### src/rtl/mips_bus_pkg.sv
// mips_bus_pkg
//   Shared types and constants for the MIPS instruction/data bus arbiter.
//   ADDR_W / DATA_W / BE_W : widths of the address, data and byte-enable buses
//   arb_state_t            : arbiter ownership state (idle, m0 owns, m1 owns)
//   GRANT_M0 / GRANT_M1    : encoding of the one-bit last_grant register
package mips_bus_pkg;

    localparam int ADDR_W = 32;
    localparam int DATA_W = 32;
    localparam int BE_W   = 4;

    typedef enum logic [1:0] {
        ARB_IDLE = 2'd0,
        ARB_M0   = 2'd1,
        ARB_M1   = 2'd2
    } arb_state_t;

    localparam logic GRANT_M0 = 1'b0;
    localparam logic GRANT_M1 = 1'b1;

endpackage

### src/rtl/mips_bus_rr_grant.sv
// mips_bus_rr_grant
//   Combinational next-grant selection for the two-master arbiter.
//   Parameter ROUND_ROBIN : 1 = on a tie grant the master that did not win
//                           last time, 0 = on a tie always grant m1 (data port).
//   req0, req1   in  : m0 / m1 currently requesting (read or write)
//   last_grant   in  : master that completed the most recent transfer
//   grant_valid  out : at least one master is requesting
//   grant        out : master to grant (GRANT_M0 / GRANT_M1)
module mips_bus_rr_grant
    import mips_bus_pkg::*;
#(
    parameter int ROUND_ROBIN = 1
) (
    input  logic req0,
    input  logic req1,
    input  logic last_grant,
    output logic grant_valid,
    output logic grant
);

    always_comb begin
        // NOTE: every variable assigned in a combinational block gets a default
        // first, so no path through the block can infer a latch.
        grant_valid = req0 | req1;
        grant       = GRANT_M0;
        if (req0 && req1) begin
            if (ROUND_ROBIN != 0) begin
                grant = ~last_grant;
            end else begin
                grant = GRANT_M1;
            end
        end else if (req1) begin
            grant = GRANT_M1;
        end
    end

endmodule

### src/rtl/mips_bus_arbiter.sv
// mips_bus_arbiter
//   Arbitrates an instruction master (m0) and a data master (m1) onto a single
//   Avalon-style memory slave. A request seen in ARB_IDLE is granted on the
//   next edge; while a master owns the bus its signals pass straight through to
//   the slave. After every completed transfer the bus returns to ARB_IDLE for
//   one cycle before the next grant.
//
//   Parameter ROUND_ROBIN : 1 = round-robin tie-break, 0 = fixed priority to m1.
//   clk, reset                         : clock, asynchronous active-high reset
//   m0_* / m1_* address, read, write,
//        writedata, byteenable   (in)  : master requests, held until accepted
//   m0_* / m1_* waitrequest, readdata
//                               (out)  : per-master stall and read data
//   s_address, s_read, s_write,
//        s_writedata, s_byteenable (out): forwarded request to the slave
//   s_waitrequest, s_readdata     (in) : slave stall and read data
module mips_bus_arbiter
    import mips_bus_pkg::*;
#(
    parameter int ROUND_ROBIN = 1
) (
    input  logic              clk,
    input  logic              reset,

    input  logic [ADDR_W-1:0] m0_address,
    input  logic              m0_read,
    input  logic              m0_write,
    input  logic [DATA_W-1:0] m0_writedata,
    input  logic [BE_W-1:0]   m0_byteenable,
    output logic              m0_waitrequest,
    output logic [DATA_W-1:0] m0_readdata,

    input  logic [ADDR_W-1:0] m1_address,
    input  logic              m1_read,
    input  logic              m1_write,
    input  logic [DATA_W-1:0] m1_writedata,
    input  logic [BE_W-1:0]   m1_byteenable,
    output logic              m1_waitrequest,
    output logic [DATA_W-1:0] m1_readdata,

    output logic [ADDR_W-1:0] s_address,
    output logic              s_read,
    output logic              s_write,
    output logic [DATA_W-1:0] s_writedata,
    output logic [BE_W-1:0]   s_byteenable,
    input  logic              s_waitrequest,
    input  logic [DATA_W-1:0] s_readdata
);

    arb_state_t state, state_next;
    logic       last_grant, last_grant_next;
    logic       req0, req1;
    logic       grant_valid, grant;

    assign req0 = m0_read | m0_write;
    assign req1 = m1_read | m1_write;

    mips_bus_rr_grant #(
        .ROUND_ROBIN (ROUND_ROBIN)
    ) u_rr_grant (
        .req0        (req0),
        .req1        (req1),
        .last_grant  (last_grant),
        .grant_valid (grant_valid),
        .grant       (grant)
    );

    // Reset favours m1 as the last winner so the first tie after reset goes to m0.
    always_ff @(posedge clk or posedge reset) begin
        if (reset) begin
            state      <= ARB_IDLE;
            last_grant <= GRANT_M1;
        end else begin
            // NOTE: non-blocking assignments so every flop samples the values
            // that were present before the edge, independent of statement order.
            state      <= state_next;
            last_grant <= last_grant_next;
        end
    end

    // Outputs decode from the registered state only, so reset idles the bus
    // at once without waiting for a clock edge.
    always_comb begin
        state_next      = state;
        last_grant_next = last_grant;

        s_address       = '0;
        s_read          = 1'b0;
        s_write         = 1'b0;
        s_writedata     = '0;
        s_byteenable    = '0;
        m0_waitrequest  = 1'b1;
        m0_readdata     = '0;
        m1_waitrequest  = 1'b1;
        m1_readdata     = '0;

        unique case (state)
            ARB_IDLE: begin
                if (grant_valid) begin
                    state_next = (grant == GRANT_M1) ? ARB_M1 : ARB_M0;
                end
            end

            ARB_M0: begin
                s_address      = m0_address;
                // A simultaneous read and write is forwarded as a write only.
                s_read         = m0_read & ~m0_write;
                s_write        = m0_write;
                s_writedata    = m0_writedata;
                s_byteenable   = m0_byteenable;
                m0_waitrequest = s_waitrequest;
                m0_readdata    = s_readdata;
                if (!req0) begin
                    // Owner abandoned its request: release without crediting it.
                    state_next = ARB_IDLE;
                end else if (!s_waitrequest) begin
                    state_next      = ARB_IDLE;
                    last_grant_next = GRANT_M0;
                end
            end

            ARB_M1: begin
                s_address      = m1_address;
                s_read         = m1_read & ~m1_write;
                s_write        = m1_write;
                s_writedata    = m1_writedata;
                s_byteenable   = m1_byteenable;
                m1_waitrequest = s_waitrequest;
                m1_readdata    = s_readdata;
                if (!req1) begin
                    state_next = ARB_IDLE;
                end else if (!s_waitrequest) begin
                    state_next      = ARB_IDLE;
                    last_grant_next = GRANT_M1;
                end
            end

            default: begin
                state_next = ARB_IDLE;
            end
        endcase
    end

endmodule

### config.mk
export PLATFORM = sky130hd
export DESIGN_NAME = mips_bus_arbiter
export DESIGN_NICKNAME = d
export VERILOG_FILES = /design/src/rtl/mips_bus_pkg.sv /design/src/rtl/mips_bus_rr_grant.sv /design/src/rtl/mips_bus_arbiter.sv
export SDC_FILE = /design/constraint.sdc
export NUM_CORES = 1
export LEC_CHECK = 0
export ABC_CLOCK_PERIOD_IN_PS = 1900
export CAP_MARGIN = 20
export CORE_AREA = 2 2 121 123
export DETAILED_ROUTE_END_ITERATION = 12
export DIE_AREA = 0 0 123 125
export SYNTH_ARGS = -nofsm -noshare
export SYNTH_HDL_FRONTEND = slang
export SYNTH_SLANG_ARGS = --single-unit
export TNS_END_PERCENT = 50
### constraint.sdc
create_clock -name clk -period 1.9 [get_ports clk]
set_clock_uncertainty 0.05 [all_clocks]
set_input_delay 0.285 -clock clk [delete_from_list [all_inputs] [get_ports clk]]
set_output_delay 0.285 -clock clk [all_outputs]
set_load 0.005 [all_outputs]
# == Word level (Yosys, flattened, before mapping) ==
# Index checks and enable logic that the tools add are counted.
# word_totals
word_cells,43
ff_bits,3
# classes
reduce_logical,4
muxes,22
bitwise,8
eq_ne,7
# op_table
operator,n
32-bit one-hot mux with 2 select lines,2
32-bit two-way mux,2
2-bit two-way mux,5
1-bit two-way mux,8
4-bit one-hot mux with 2 select lines,1
"2-bit != test, second input constant",3
1-bit one-hot mux with 2 select lines,3
2-bit one-hot mux with 3 select lines,1
5-bit AND reduction,1
"2-bit by 1-bit != test with 1-bit output, second input constant",2
1-bit inverter,3
1-bit OR,3
1-bit bitwise AND,2
"2-bit by 1-bit == test with 1-bit output, second input constant",1
"2-bit == test, second input constant",1
2-bit logical NOT,1
2-bit nonzero test,1
1-bit logical AND,1

# == Logic depth before layout (Yosys ltp) ==
# Gate-level depths: netlist of run 1.
# depth
word_depth,6
mapped_depth,8
depth_no_buf,6

# == Hierarchy ==
# From an unflattened synthesis of run 1, not the netlist that was laid out.
# unflattened
cells_unflattened,272
area_unflattened_um2,1820.5
# by_module_without_submodules
module,instances,cells_each,area_per_inst_um2
mips_bus_arbiter,1,270,1806.7
mips_bus_rr_grant,1,2,13.8

# == Worst setup path after synthesis of run 1 ==
# OpenSTA, ideal clock, no wires.
# synth_timing
path_kind,flip-flop to output port
from,register state[0]
to,output port s_address[0]
path_stages_with_launch,7
path_buffers,2
slack_ns,0.285
required_ns,1.565
arrival_ns,1.280
path_cell_list,dfrtp_1 -> inv_1 -> ha_1 -> buf_2 -> clkbuf_1 -> a22oi_1 -> nor2b_1
# synth_via
elab_chain_cells,2
word_cells_on_any_way,3
# synth_rtl
element,line_no,text
start: declaration,mips_bus_arbiter.sv:50,"arb_state_t state, state_next;"
start signal: assignment,mips_bus_arbiter.sv:76,state <= state_next;
2-bit == test or 2-bit by 1-bit == test with 1-bit output (tied branches),mips_bus_arbiter.sv:97,unique case (state)
32-bit one-hot mux with 2 select lines (*),mips_bus_arbiter.sv:97,
end: declaration,mips_bus_arbiter.sv:41,"output logic [ADDR_W-1:0] s_address,"
# Every way passes the cells marked *; elsewhere a longest branch is shown, timed or not.

# == Worst setup path after layout of run 1 ==
# layout_timing
from,register state[0]
to,output port s_writedata[6]
# layout_via
elab_chain_cells,2
word_cells_on_any_way,3
# layout_rtl
element,line_no,text
2-bit == test or 2-bit by 1-bit == test with 1-bit output (tied branches),mips_bus_arbiter.sv:97,
32-bit one-hot mux with 2 select lines (*),mips_bus_arbiter.sv:97,
end: declaration,mips_bus_arbiter.sv:44,"output logic [DATA_W-1:0] s_writedata,"
# Marked as above.

==> flow_metrics.env, run 1 <==
export IMPL_outcome="finished with violations"
export IMPL_violations="setup timing"
export IMPL_setup_worst_path_end_class="output pin"
export IMPL_drc_errors=0
export IMPL_seq_area_frac_synth=0.0424
export IMPL_post_synth_inst_count=270
export IMPL_area_growth_syn_to_layout_pct=254
export IMPL_setup_viol_count_final=83
export IMPL_fin_hold_ws_ps=185
export IMPL_tightest_slew_ps=226
export IMPL_global_route_overflow_total=0
export IMPL_vias_in_the_first_global_route=3728
export IMPL_count_of_port_buffers_added_during_placement=310
export IMPL_final_min_period_over_clock_period=1.09
export IMPL_most_frequent_cells_after_synthesis="sky130_fd_sc_hd__nor2b_1, sky130_fd_sc_hd__a22oi_1, sky130_fd_sc_hd__and2_1"
export IMPL_floorplan_initialDensity=0.127
export IMPL_power_per_cell_area_nw_per_um2=1300
export IMPL_timing_hold_violations_final=0
export IMPL_cap_viol_max_count=0
export IMPL_yosys_cell_types_count=22
export IMPL_timing_critical_path_slowest_stage_cell="sky130_fd_sc_hd__dfrtp_1"
export IMPL_rows=44
export IMPL_post_route_min_period_ps=2060
export IMPL_grt_pass1_wl_microns=19900
export IMPL_number_of_antenna_violations_at_the_first_check_in_global_routing=0
export IMPL_cts_htree_levels=1
export IMPL_fin_ws_ps=-163
export IMPL_worstPathArrival_ps=1730
export IMPL_timing_rr_end="last_grant$_DFFE_PP1P_"
export IMPL_route_antenna_remaining_nets=0
export IMPL_cpPeakStageDelay_ps=390
export IMPL_total_leakage_power_uw=0.00287
export IMPL_max_slew_violations=0
export IMPL_synth_yosys_warnings=0
export IMPL_wl_per_cell_microns=18.0
export IMPL_die_area_sq_um=15400
export IMPL_critical_path_class="reg -> out"
export IMPL_cts_sinks=3
export IMPL_post_synth_main_area_contributors="sky130_fd_sc_hd__a22oi_1, sky130_fd_sc_hd__nor2b_1, sky130_fd_sc_hd__and2_1"
export IMPL_ys_async_sr_fraction=1.00
export IMPL_ff2ff_setup_slack_ps=-50
export IMPL_n_antenna_cell=0
export IMPL_postSynthNetCount=450
export IMPL_worst_endpoint_required_ps=1560
export IMPL_setup_repair_after_global_routing_missed_its_margin="true"
export IMPL_globalplace_congestion=0.832
export IMPL_final_layout_size_suffix_gt1_frac=0.494
export IMPL_dr_total_vias=3601
export IMPL_yosys_mux_area_fraction=0.00834
export IMPL_drt_iter0_markers=84
export IMPL_critical_path_cell_chain="buf_6, ha_4, buf_12, buf_12, a22oi_1, nor2b_1, dlygate4sd2_1"
export IMPL_synth_area_per_cell_sq_um=6.66
export IMPL_synth_top_family_by_area="simple AND/OR/NAND/NOR gates"
export IMPL_cts_root_buf="sky130_fd_sc_hd__clkbuf_16"
export IMPL_slew_headroom=0.849
export IMPL_synth_most_common_cell="sky130_fd_sc_hd__nor2b_1"
export IMPL_synth_seq_cells=3
export IMPL_path_max_fanout=7
export IMPL_clkLatencyLatePin_ps=220
export IMPL_synth_compound_area_share=0.331
export IMPL_post_route_cell_area_sq_um=6360
export IMPL_yosys_most_used_dff="sky130_fd_sc_hd__dfrtp_1"
export IMPL_drt_vias_per_instance=4.33
export IMPL_timing_rr_start="state[1]$_DFFE_PP0P_"
export IMPL_path_common_cell="sky130_fd_sc_hd__buf_12"
export IMPL_synth_enable_flop_cells=0
export IMPL_synthXorXnorAreaFrac=0
export IMPL_num_nets_final=829
export IMPL_max_vdd_ir_drop_v=0.000525
export IMPL_ios=311
export IMPL_clock_tree_from_tritoncts="done"
export IMPL_post_synth_top_area_cell="sky130_fd_sc_hd__a22oi_1"
export IMPL_numCtsBuffers=3
export IMPL_worstRegToRegCells=10
export IMPL_drt_first_pass_iters=4
export IMPL_setup_worst_path_start_class="flop"
export IMPL_layout_filler_cells=1372
export IMPL_die_h_microns=125
export IMPL_max_clock_path_buffers=2
export IMPL_synth_top_area_frac=0.288
export IMPL_grt_max_degree=35
export IMPL_post_dp_cell_area_sq_um=5270
export IMPL_die_width_microns=123
export IMPL_cts_clk_slew_worst_paths_ps=30
export IMPL_worst_hold_path_class="in -> async"
export IMPL_dp_hpwl_microns=9470
export IMPL_mappedNetlistArea_sq_um=1800
export IMPL_postCtsHoldBufs=0
export IMPL_synth_adder_area_share=0.0348
export IMPL_placeableCoreArea_sq_um=14200
export IMPL_fmax_mhz=485
export IMPL_grt_util_all_layers=0.165
export IMPL_simple_logic_cell_fraction_of_the_synthesized_area=0.501
export IMPL_drt_total_wl_microns=15000
==> per-stage QoR <==
step | power [uW] | setup TNS, ps | instances | worst slack [ps] | util
after floorplan | 2370 | 0 | 270 | 285 | -
after global placement | 5300 | -11560 | 755 | -188 | 0.371
after detailed placement | 5350 | -15250 | 755 | -213 | 0.371
after CTS | 6940 | -15750 | 791 | -372 | 0.416
after global routing | 8800 | -10700 | 832 | -230 | 0.448
final | 8280 | -5320 | 832 | -163 | 0.448
==> cells in the final DEF (no fill, tap or decap), drive strengths merged <==
cell           count
clkdlybuf4s50    174
buf              152
nor2b             70
a22oi             69
and2              65
clkbuf            64
dlymetal6s2s      13
o21ai              9
ha                 5
clkdlybuf4s15      4
nand2              4
inv                3
nor2               2
dfrtp              2
nand2b             2
o22ai              2
a21oi              2
mux2               1
nand3b             1
and3               1
or2b               1
dfstp              1
dlygate4sd2        1
==> power by group <==
part	internal (uW)	total, uW	switching [uW]
registers	99.7	126	26.4
clock network	277	338	60.9
logic	4730	7820	3090
==> area by class of cell <==
| type | count | area [sq um] | area share |
|---|---|---|---|
| flip-flops and latches | 3 | 76.3 | 0.0120 |
| multi-input cells | 234 | 2040 | 0.320 |
| well taps | 184 | 230 | 0.0362 |
| inverters | 3 | 11.3 | 0.00177 |
| repair buffers | 404 | 3930 | 0.618 |
| clock buffers | 4 | 78.8 | 0.0124 |
==> cell families (layout without fill, tap and decap cells) <==
family	Yosys count	count (layout)
AOI/OAI and AO/OA	82	82
adders and majority gates	5	5
buffers and inverters	33	411
DFF	3	3
muxes	1	1
and+or+nand+nor	146	146
==> flip-flops by register name (all words and copies together) (netlist names) <==
signal and flops:
last_grant 1, state 2
==> worst max-delay path: cells and delay by family (launching register included) <==
family	cells	cell delay, ps
buffers and inverters	4	690
flip-flops	1	390
AO/OA/AOI/OAI	1	180
adder cells (fa/ha/maj)	1	170
AND/OR/NAND/NOR	1	70
==> layer usage <==
metal / vias up / GRT usage / routed length (microns)
met5: - / 0 / 0
met4: 0 / 0.0401 / 145
met3: 12 / 0.0370 / 1360
met2: 201 / 0.310 / 7800
met1: 1688 / 0.184 / 5650
li1: 1700 / - / -
==> worst max path at each step <==
stage / slack, ps / to / cells past startpoint / from
after floorplan: 280 / s_address[0] / 6 / state[0]$_DFFE_PP0P_
after CTS: -370 / s_writedata[8] / 6 / state[1]$_DFFE_PP0P_
after global placement: -190 / s_writedata[8] / 6 / state[1]$_DFFE_PP0P_
after detailed placement: -210 / s_writedata[8] / 6 / state[1]$_DFFE_PP0P_
after global routing: -230 / s_writedata[17] / 8 / state[1]$_DFFE_PP0P_
final: -160 / s_writedata[6] / 7 / state[0]$_DFFE_PP0P_
==> what timing repair did <==
item                                    in CTS  in global routing
cloned                                       9                  8
pin swaps                                   12                 42
resized for setup                          357                242
endpoints found under the setup margin     136                138
setup buffers                               23                 38
No activity file was read; power rests on OpenSTA's default activity.
==> inputs of run 2 (changes only) <==
--- a/constraint.sdc
+++ b/constraint.sdc
@@ -4,2 +4,2 @@
 set_output_delay 0.285 -clock clk [all_outputs]
-set_load 0.005 [all_outputs]
+set_load 0.1 [all_outputs]
==> flow_metrics.env, run 2 (synthesis results as in run 1) <==
export IMPL_outcome="finished with violations"
export IMPL_violations="setup timing"
export IMPL_die_area_sq_um=15400
export IMPL_cap_viol_max_count=0
export IMPL_regMostFlops="state"
export IMPL_cts_htree_levels=1
export IMPL_worst_hold_path_class="in -> async"
export IMPL_layout_filler_cells=1154
export IMPL_grt_util_all_layers=0.168
export IMPL_setup_worst_path_start_class="flop"
export IMPL_mostFrequentLayoutCell="sky130_fd_sc_hd__clkdlybuf4s50_1"
export IMPL_drc_errors=0
export IMPL_n_antenna_cell=0
export IMPL_critical_path_class="reg -> out"
export IMPL_clock_tree_from_tritoncts="done"
export IMPL_drt_total_wl_microns=14300
export IMPL_cts_clk_slew_worst_paths_ps=30
export IMPL_final_min_period_over_clock_period=1.08
export IMPL_num_nets_final=770
export IMPL_numCtsBuffers=3
export IMPL_die_h_microns=125
export IMPL_globalplace_congestion=0.869
export IMPL_area_growth_syn_to_layout_pct=342
export IMPL_routed_wl_met3_microns=1330
export IMPL_timing_hold_violations_final=0
export IMPL_path_max_fanout=9
export IMPL_clkLatencyLatePin_ps=220
export IMPL_flip_flop_count_of_the_largest_register_after_layout=2
export IMPL_grt_max_degree=36
export IMPL_timing_rr_end="last_grant$_DFFE_PP1P_"
export IMPL_layout_common_cells="sky130_fd_sc_hd__clkdlybuf4s50_1, sky130_fd_sc_hd__buf_12, sky130_fd_sc_hd__a22oi_2"
export IMPL_grt_pass1_wl_microns=20100
export IMPL_max_slew_violations=0
export IMPL_ios=311
export IMPL_post_route_min_period_ps=2050
export IMPL_timing_rr_start="state[1]$_DFFE_PP0P_"
export IMPL_wl_per_cell_microns=18.5
export IMPL_cts_sinks=3
export IMPL_count_of_port_buffers_added_during_placement=310
export IMPL_drt_first_pass_iters=4
export IMPL_final_layout_size_suffix_gt1_frac=0.589
export IMPL_slew_headroom=0.810
export IMPL_drt_iter0_markers=60
export IMPL_floorplan_initialDensity=0.127
export IMPL_route_antenna_remaining_nets=0
export IMPL_tightest_slew_ps=282
export IMPL_ff2ff_setup_slack_ps=150
export IMPL_max_clock_path_buffers=2
export IMPL_highest_layer="met4"
export IMPL_worst_endpoint_required_ps=1560
export IMPL_multi_input_comb_area_sq_um=2420
export IMPL_fmax_mhz=489
export IMPL_worstRegToRegCells=8
export IMPL_layout_top_registers="state (2), last_grant (1)"
export IMPL_die_width_microns=123
export IMPL_worstPathArrival_ps=1710
export IMPL_placeableCoreArea_sq_um=14200
export IMPL_dp_hpwl_microns=10000
export IMPL_route_layer_met1_wl_microns=4890
export IMPL_cts_root_buf="sky130_fd_sc_hd__clkbuf_16"
export IMPL_setup_viol_count_final=122
export IMPL_met2_wirelength_microns=7800
export IMPL_seqCellArea_sq_um=77.6
export IMPL_setup_worst_path_end_class="output pin"
export IMPL_global_route_overflow_total=0
export IMPL_finalSetupTns_ps=-9330
export IMPL_rows=44
export IMPL_fin_ws_ps=-146
export IMPL_dr_total_vias=3432
export IMPL_vias_in_the_first_global_route=3691
export IMPL_setup_repair_after_global_routing_missed_its_margin="true"
export IMPL_number_of_antenna_violations_at_the_first_check_in_global_routing=0
export IMPL_drt_vias_per_instance=4.44
==> run 2: changes by cell type in the layout (fill, tap and decap cells not counted), sizes merged <==
cell and delta:
bufbuf +1, clkdlybuf4s15 -4, buf +12, dlygate4sd2 -1, dlymetal6s2s -13, clkbuf -54
==> run 2: timing repair <==
| action | in CTS | in global routing |
|---|---|---|
| hold endpoints to repair | 0 | 0 |
| cloned | 6 | 9 |
| gates resized for setup | 104 | 34 |
| endpoints found under the setup margin | 135 | 136 |
| pin swaps | 25 | 21 |
| hold buffers | 0 | 0 |
| buffers inserted | 5 | 4 |
==> run 2: area by class of cell <==
cell class,instances,area share
repair buffers,345,0.645
multi-input cells,234,0.305
well taps,184,0.0290
clock buffers,4,0.00992
flip-flops and latches,3,0.00976
inverters,3,0.00173
==> run 2: worst max-delay path by stage <==
stage,startpoint,end,slack (ps)
2_1_floorplan,state[0]$_DFFE_PP0P_,s_address[13],-300
3_3_place_gp,state[0]$_DFFE_PP0P_,s_address[6],60
3_5_place_dp,state[0]$_DFFE_PP0P_,s_writedata[29],-2
4_1_cts,state[0]$_DFFE_PP0P_,s_address[24],-130
5_1_grt,state[0]$_DFFE_PP0P_,s_writedata[13],-190
6_report,state[0]$_DFFE_PP0P_,m0_readdata[1],-150
==> run 2: critical path: stages (launching register included) <==
cell and delay, ps:
sky130_fd_sc_hd__dfrtp_1 400, sky130_fd_sc_hd__buf_6 130, sky130_fd_sc_hd__ha_4 170, sky130_fd_sc_hd__buf_12 150, sky130_fd_sc_hd__buf_4 160, sky130_fd_sc_hd__clkbuf_16 170
sky130_fd_sc_hd__and2_4 140, sky130_fd_sc_hd__buf_12 160
==> run 2: per-layer routing <==
metal,up-vias,track usage
li1,1590,-
met1,1632,0.177
met2,192,0.316
met3,18,0.0470
met4,0,0.0508
met5,-,0
==> run 2: metrics by stage <==
step	instance area (sq um)	instances	util	hold slack, ps	setup WS, ps
floorplan	2130	270	-	-12.1	-298
global placement	6860	745	0.483	425	58.4
detailed placement	6860	745	0.483	431	-1.87
CTS	7580	760	0.534	194	-130
global route	7950	773	0.560	211	-188
finish	7950	773	0.560	193	-146
Power of run 2 is not shown: default switching activity piles up to over one toggle a cycle in this logic, so the estimate is an artifact.
==> inputs of run 3 (changes only) <==
- ABC_CLOCK_PERIOD_IN_PS: 1900 -> 2400
- CORE_AREA: 2 2 121 123 -> 2 2 122 124
- CTS_CLUSTER_SIZE: unset -> 16
- DIE_AREA: 0 0 123 125 -> 0 0 124 126
- clock period: 1.9 -> 2.4 ns (I/O delays scaled with it)
==> flow_metrics.env, run 3 (synthesis results as in run 1) <==
export IMPL_tightest_slew_ps=339
export IMPL_layout_common_cells="sky130_fd_sc_hd__clkdlybuf4s50_1, sky130_fd_sc_hd__buf_12, sky130_fd_sc_hd__a22oi_1"
export IMPL_route_antenna_remaining_nets=0
export IMPL_worstRegToRegCells=7
export IMPL_mostFrequentLayoutCell="sky130_fd_sc_hd__clkdlybuf4s50_1"
export IMPL_drt_first_pass_iters=4
export IMPL_timing_hold_violations_final=0
export IMPL_setup_worst_path_start_class="flop"
export IMPL_outcome="complete, no violations"
export IMPL_cts_htree_levels=1
export IMPL_worst_hold_path_class="in -> async"
export IMPL_number_of_antenna_violations_at_the_first_check_in_global_routing=0
export IMPL_die_area_sq_um=15600
export IMPL_die_width_microns=124
export IMPL_clkLatencyLatePin_ps=230
export IMPL_cts_clk_slew_worst_paths_ps=30
export IMPL_layout_top_registers="state (2), last_grant (1)"
export IMPL_dp_hpwl_microns=10000
export IMPL_global_route_overflow_total=0
export IMPL_grt_util_all_layers=0.140
export IMPL_path_max_fanout=38
export IMPL_worst_endpoint_required_ps=1990
export IMPL_floorplan_initialDensity=0.126
export IMPL_setup_repair_after_global_routing_missed_its_margin="true"
export IMPL_layout_filler_cells=1340
export IMPL_timing_critical_path_slowest_stage_cell="sky130_fd_sc_hd__dfrtp_1"
export IMPL_critical_path_class="reg -> out"
export IMPL_clock_tree_from_tritoncts="done"
export IMPL_post_route_min_period_ps=2280
export IMPL_cap_viol_max_count=0
export IMPL_vias_in_the_first_global_route=3323
export IMPL_area_growth_syn_to_layout_pct=272
export IMPL_slew_headroom=0.774
export IMPL_wl_per_cell_microns=15.8
export IMPL_flip_flop_count_of_the_largest_register_after_layout=2
export IMPL_drt_iter0_markers=109
export IMPL_globalplace_congestion=0.828
export IMPL_max_slew_violations=0
export IMPL_placeableCoreArea_sq_um=14300
export IMPL_count_of_port_buffers_added_during_placement=310
export IMPL_num_nets_final=747
export IMPL_die_h_microns=126
export IMPL_fmax_mhz=438
export IMPL_setup_viol_count_final=0
export IMPL_drt_total_wl_microns=11900
export IMPL_grt_pass1_wl_microns=17300
export IMPL_dr_total_vias=3204
export IMPL_critical_path_cell_chain="inv_1, ha_1, buf_6, nor2b_1, buf_12"
export IMPL_final_layout_size_suffix_gt1_frac=0.339
export IMPL_worstPathArrival_ps=1870
export IMPL_grt_max_degree=42
export IMPL_rows=44
export IMPL_max_clock_path_buffers=2
export IMPL_cpPeakStageDelay_ps=430
export IMPL_setup_worst_path_end_class="output pin"
export IMPL_ios=311
export IMPL_final_min_period_over_clock_period=0.951
export IMPL_n_antenna_cell=0
export IMPL_cts_sinks=3
export IMPL_numCtsBuffers=3
export IMPL_drt_vias_per_instance=4.27
export IMPL_finalSetupTns_ps=0
export IMPL_drc_errors=0
export IMPL_finalCoreUtilization=0.467
export IMPL_cts_root_buf="sky130_fd_sc_hd__clkbuf_16"
export IMPL_regMostFlops="state"
-- run 3: changes by cell type in the layout (fill, tap and decap cells not counted), sizes merged --
cell    previous run  this run
bufbuf             1         0
clkbuf            10         4
buf              164       148
-- run 3: worst paths after layout --
kind	start	end	slack, ps
max	state[0]$_DFFE_PP0P_	s_writedata[11]	120
min	reset	state[1]$_DFFE_PP0P_	270
max reg2reg	state[1]$_DFFE_PP0P_	last_grant$_DFFE_PP1P_	570
min reg2reg	state[1]$_DFFE_PP0P_	state[1]$_DFFE_PP0P_	570
max in group asynchronous	reset	last_grant$_DFFE_PP1P_	1820
min in group clk	state[1]$_DFFE_PP0P_	state[1]$_DFFE_PP0P_	570
-- run 3: layout make-up --
cell class | count | area [sq um] | share of cell area
Timing Repair Buffer | 322 | 4610 | 0.690
Multi-Input combinational cell | 234 | 1680 | 0.251
Tap cell | 184 | 230 | 0.0344
Clock buffer | 4 | 78.8 | 0.0118
Sequential cell | 3 | 76.3 | 0.0114
Inverter | 3 | 11.3 | 0.00168
-- run 3: layer usage --
layer	track usage	vias to the layer above	wire length, microns
met5	0	-	0
li1	-	1531	-
met2	0.275	189	6450
met3	0.0439	10	1380
met4	0.0324	0	134
met1	0.141	1474	3890
-- run 3: metrics by stage --
step / std cells / setup slack (ps) / instance area (sq um) / hold slack [ps]
after floorplan: 270 / -393 / 1880 / 62.9
after global placement: 744 / 354 / 6580 / 523
after detailed placement: 744 / 287 / 6580 / 498
after CTS: 748 / 38.2 / 6660 / 271
after global routing: 750 / -5.24 / 6690 / 304
final: 750 / 117 / 6690 / 267
-- run 3: worst max-delay path, delay by kind of cell, from the launching register on --
family	cells	cell delay, ps
AND/OR/NAND/NOR	1	280
buffers and inverters	3	560
flip-flops	1	430
adder cells (fa/ha/maj)	1	350
-- run 3: repair_timing --
action,in CTS,in global routing
hold buffers,0,0
endpoints found under the hold margin,0,0
gates resized for setup,0,3
buffers inserted,0,2
endpoints found under the setup margin,0,34
Power of run 3 is left out for the same reason.
==> RTL edit 1: new RTL, settings of run 2 <==
Set the package constant `BE_W` to 6 (it was 4).
--- a/src/rtl/mips_bus_pkg.sv
+++ b/src/rtl/mips_bus_pkg.sv
@@ -7,7 +7,7 @@
 
     localparam int ADDR_W = 32;
     localparam int DATA_W = 32;
-    localparam int BE_W   = 4;
+    localparam int BE_W   = 6;
 
     typedef enum logic [1:0] {
         ARB_IDLE = 2'd0,
Ports: changed (resized m0_byteenable, m1_byteenable and s_byteenable); port bits go from 311 to 317. The function was not compared with the original's and may differ.
==> RTL edit 1 against run 2 <==
The flow still finishes with violations (setup timing); highest routed layer unchanged; synthesized area grew 1.6%; die area stayed put; final area is 0.82% higher; critical path type unchanged; sequential cell count unchanged; worst setup slack worse by 30 ps; wire length is 9.8% higher; critical path depth is 1 lower; global-route usage up 1.9 points; cell count is 0.39% higher; critical endpoint is now s_address[5]; non-clock buffer count decreased by 1.
==> RTL edit 1: results (changes against run 2) <==
Timing
  • Worst Max-Slew Pin Slew: 292 ps (+9.90 ps)
  • PnR worst setup slack: -176 ps (-29.7 ps)
  • Final setup fails: 138 (+13%)

Detailed routing
  • Wire per inst: 20.3 um (+9.4%)
  • Initial drt markers: 78 (+30%)
  • Vias/cell: 4.41 (-0.76%)

Place
  • Pre-CTS setup slack: -7.29 ps (-5.42 ps)
  • PortBufs: 316 (+1.9%)
  • Post-DP HPWL: 10.6 mm (+5.7%)
  • Routability cong.: 0.937 (+7.8%)

Yosys
  • Syn Nets: 459 (+2.0%)
  • Top cells by area, synth: a22oi_1 29%, nor2b_1 25%, and2_1 22%
  • Asr flop ratio synth: 100% (unchanged)

Setup path
  • CP arrival: 1740 ps (+30 ps)
  • CP max FO: 27 (+18)
  • Slowest CP cell: dfrtp_1

Global routing
  • Pin count of the biggest net entering global routing: 46 (+28%)
  • First-pass GRT wire length: 22.2 mm (+10%)
  • Vias in the first global route: 3,707 (+0.43%)

Cells and area
  • Fill count: 1,165 (+0.95%)
  • Layout cell share with drive strength beyond 1: 60.6% (+1.7 points)
  • Nets: 777 (+0.91%)

Run status
  • Failing checks: setup timing
  • Status: finished, violations left

Clock tree
  • Post-CTS Setup Bufs: 4 (-1)
RTL edit 1: worst max-delay path, delay by kind of cell, from the launching register on:
kind,cells,cell delay [ps]
buffers and inverters,3,550
adder cells (fa/ha/maj),1,230
AO/OA/AOI/OAI,1,130
flip-flops,1,400
AND/OR/NAND/NOR,1,180
RTL edit 1: stage by stage:
step / util (%) / area [um^2] / cells / TNS (ps)
6_report: 56.4 / 8020 / 776 / -13430
5_1_grt: 56.4 / 8020 / 776 / -20150
4_1_cts: 54.8 / 7780 / 770 / -14970
3_5_place_dp: 49.0 / 6960 / 753 / -7.29
3_3_place_gp: 49.0 / 6960 / 753 / 0
2_1_floorplan: - / 2180 / 275 / -30580
RTL edit 1: area by class of cell:
type                            count  area [um^2]  area share (%)
Multi-Input combinational cell    238         2490            31.1
Inverter                            3         11.3           0.140
Timing Repair Buffer              344         5120            63.9
Clock buffer                        4         78.8           0.983
Sequential cell                     3         76.3           0.952
Tap cell                          184          230            2.87
RTL edit 1: cells by family after synthesis:
kind of cell	count (synthesis)	synth area share, %
simple gates	148	50.0
flops	3	4.18
fa+ha+maj	5	3.42
buf+inv	34	8.21
compound gates	84	33.4
mux	1	0.821
RTL edit 1: path summary, 6_finish.rpt:
check,from,slack (ps),depth (start not counted),endpoint
max in group asynchronous,reset,1410,2,last_grant
worst max register to register,state[1],70,7,last_grant
worst max-delay path,state[0],-180,6,s_address[5]
min in group clk,last_grant,570,3,state[1]
worst min register to register,last_grant,570,3,state[1]
worst min-delay path,reset,180,2,state[1]
RTL edit 1: layer usage:
layer	vias up	global-route usage [%]	part of all wire [%]
li1	1597	-	-
met5	-	0	0
met1	1654	20.5	37
met4	0	4.41	2.3
met3	21	3.33	6.3
met2	147	36.1	55
==> RTL edit 2: new RTL, config.mk and constraints of run 2 <==
Without the edit above. Reset style: synchronous (`reset`), changed in one clocked block. Comments in the files are not updated.
--- a/src/rtl/mips_bus_arbiter.sv
+++ b/src/rtl/mips_bus_arbiter.sv
@@ -66,7 +66,7 @@
     );
 
     // Reset favours m1 as the last winner so the first tie after reset goes to m0.
-    always_ff @(posedge clk or posedge reset) begin
+    always_ff @(posedge clk) begin
         if (reset) begin
             state      <= ARB_IDLE;
             last_grant <= GRANT_M1;
Behaviour: differs if reset is asserted again (counterexample within 4 cycles, from zero or initial values and one cycle with reset high); with reset held inactive, the same outputs for 10 cycles.
==> RTL edit 2 against run 2 <==
The run still ends with setup timing left; count of clock-buffer cells in the layout unchanged; global-route usage increased by 0.17 points; critical path depth unchanged; final area increased by 0.83%; worst hold slack improved by 260 ps; synthesized area increased by 1.3%; sequential cell count unchanged; first-iteration DRC count increased by 52%; worst setup slack improved by 70 ps; wire length increased by 4.0%.
Power is left out: it rests on default switching activity, and per cell area and clock period it moved more than threefold.
==> RTL edit 2: results (changes against run 2) <==
Setup path
  • CP max FO: 8 (-1)
  • Reg2reg start: state[0]
  • Reg2reg path depth: 9 (+1)
  • Slowest CP cell: dfxtp_2
  • CP arrival: 1640 ps (-70 ps)
  • Worst reg2reg setup slack: 100 ps (-50 ps)
  • Largest stage delay, worst path: 320 ps (-80 ps)
  • Worst R2R End: last_grant

Cells and area
  • Nets: 779 (+1.2%)
  • Layout cell share with drive strength beyond 1: 60.0% (+1.1 points)
  • Fill count: 1,141 (-1.1%)

Global routing
  • Vias in the first global route: 3,534 (-4.3%)
  • Pin count of the biggest net entering global routing: 37 (+2.8%)
  • Initial antenna violation count: 0 (unchanged)
  • GRT Util Overall: 16.9% (+0.17 points)
  • First-pass GRT wire length: 20.2 mm (+0.41%)

Yosys
  • Adder-cell share of the synthesized area: 3.43% (-0.043 points)
  • Sequential area share after synthesis: 3.30% (-0.95 points)
  • Syn Nets: 450 (unchanged)
  • Most common flop cell mapped by yosys: dfxtp_1
  • Asr flop ratio synth: 0% (-100 points)
  • Most frequent cells after synthesis: 69 x a22oi_1, 69 x nor2b_1, 65 x and2_1
  • Post-synthesis xor/xnor area fraction: 0% (unchanged)
  • Top cells by area, synth: a22oi_1 28%, nor2b_1 24%, and2_1 22%
  • Ys Warns: 0 (unchanged)
  • Compound-Gate Fraction of Synth Area: 33.0% (-0.066 points)
  • Mux contribution to synthesized area: 0.549% (-0.29 points)
  • Netlist cell types: 27 (+23%)

Timing
  • Final setup fails: 85 (-30%)
  • PnR worst setup slack: -76.1 ps (+70.1 ps)
  • Setup TNS: -2300 ps (+7030 ps)
  • Worst Max-Slew Pin Slew: 278 ps (-3.89 ps)

Run status
  • Failing checks: setup timing
  • Status: finished, violations left

Hold path
  • Hold/Removal Path Class: reg -> reg
  • Hold depth: 2
  • HP Start: last_grant

Clock tree
  • H-tree Lvls: 1 (unchanged)
  • Clock tree buffer depth: 2 (unchanged)
  • Hold_buf cts: 0 (unchanged)

Place
  • Post-DP HPWL: 10.5 mm (+5.1%)
  • Routability cong.: 0.872 (+0.36%)
  • PortBufs: 310 (unchanged)

Detailed routing
  • Vias/cell: 4.35 (-2.1%)
  • TritonRoute pass-1 iters: 4 (unchanged)
  • Initial drt markers: 91 (+52%)
  • Total Wirelength: 14.9 mm (+4.0%)
==> RTL edit 2: changes by cell type after synthesis, sizes merged, moves of 2 or more <==
cell | run 2 | this run
o21ai | 9 | 5
buf | 18 | 21
clkbuf | 12 | 9
dfxtp | 0 | 3
a21oi | 2 | 0
dfrtp | 2 | 0
o32ai | 0 | 2
==> RTL edit 2: routing by layer <==
metal / global-route usage, % / wire [um] / vias up
met5: 0 / 0 / -
met4: 2.61 / 170 / 0
met3: 4.20 / 1160 / 19
met2: 33.8 / 8250 / 157
met1: 17.7 / 5300 / 1619
li1: - / - / 1605
==> RTL edit 2: logic make-up after synthesis <==
group / Yosys count
simple gates: 148
compound gates: 80
buf+inv: 33
fa+ha+maj: 5
flops: 3
mux: 1
==> RTL edit 2: final cells by class <==
class	instances	area share, %
Multi-Input combinational cell	234	29.8
Inverter	3	0.172
Tap cell	184	2.87
Timing Repair Buffer	354	65.4
Sequential cell	3	0.812
Clock buffer	4	0.983
==> RTL edit 2: worst max path at each step <==
stage / start / slack [ps] / end / cells past startpoint
3_3_place_gp: state[1] / 50 / s_writedata[12] / 5
5_1_grt: state[0] / -120 / s_writedata[19] / 7
2_1_floorplan: state[1] / -300 / s_address[0] / 4
3_5_place_dp: state[1] / -30 / s_writedata[1] / 5
6_report: state[0] / -80 / s_byteenable[1] / 7
4_1_cts: state[0] / -70 / s_address[26] / 6
==> RTL edit 2: critical path: cells and delay by family (launching register included) <==
family	cells	cell delay, ps
compound gates	1	210
fa+ha+maj	1	180
buf+inv	4	620
flops	1	320
simple gates	1	80
==> RTL edit 2: repair_timing <==
| action | 4_1_cts | 5_1_grt |
|---|---|---|
| endpoints found under the hold margin | 0 | 0 |
| setup endpoints to repair | 104 | 133 |
| cloned | 6 | 10 |
| resized for setup | 122 | 21 |
| pin swaps | 24 | 16 |
| buffers inserted | 9 | 6 |
==> RTL edit 2: stage by stage <==
| step | cell area (um^2) | utilization [%] | setup slack, ps | instances | hold slack, ps |
|---|---|---|---|---|---|
| final | 8020 | 56.4 | -76.1 | 782 | 454 |
| after global routing | 8020 | 56.4 | -122 | 782 | 476 |
| after CTS | 7620 | 53.7 | -70.9 | 766 | 439 |
| after detailed placement | 6800 | 47.9 | -25.5 | 748 | 428 |
| after global placement | 6800 | 47.9 | 53.2 | 748 | 412 |
| after floorplan | 2040 | - | -302 | 270 | 332 |
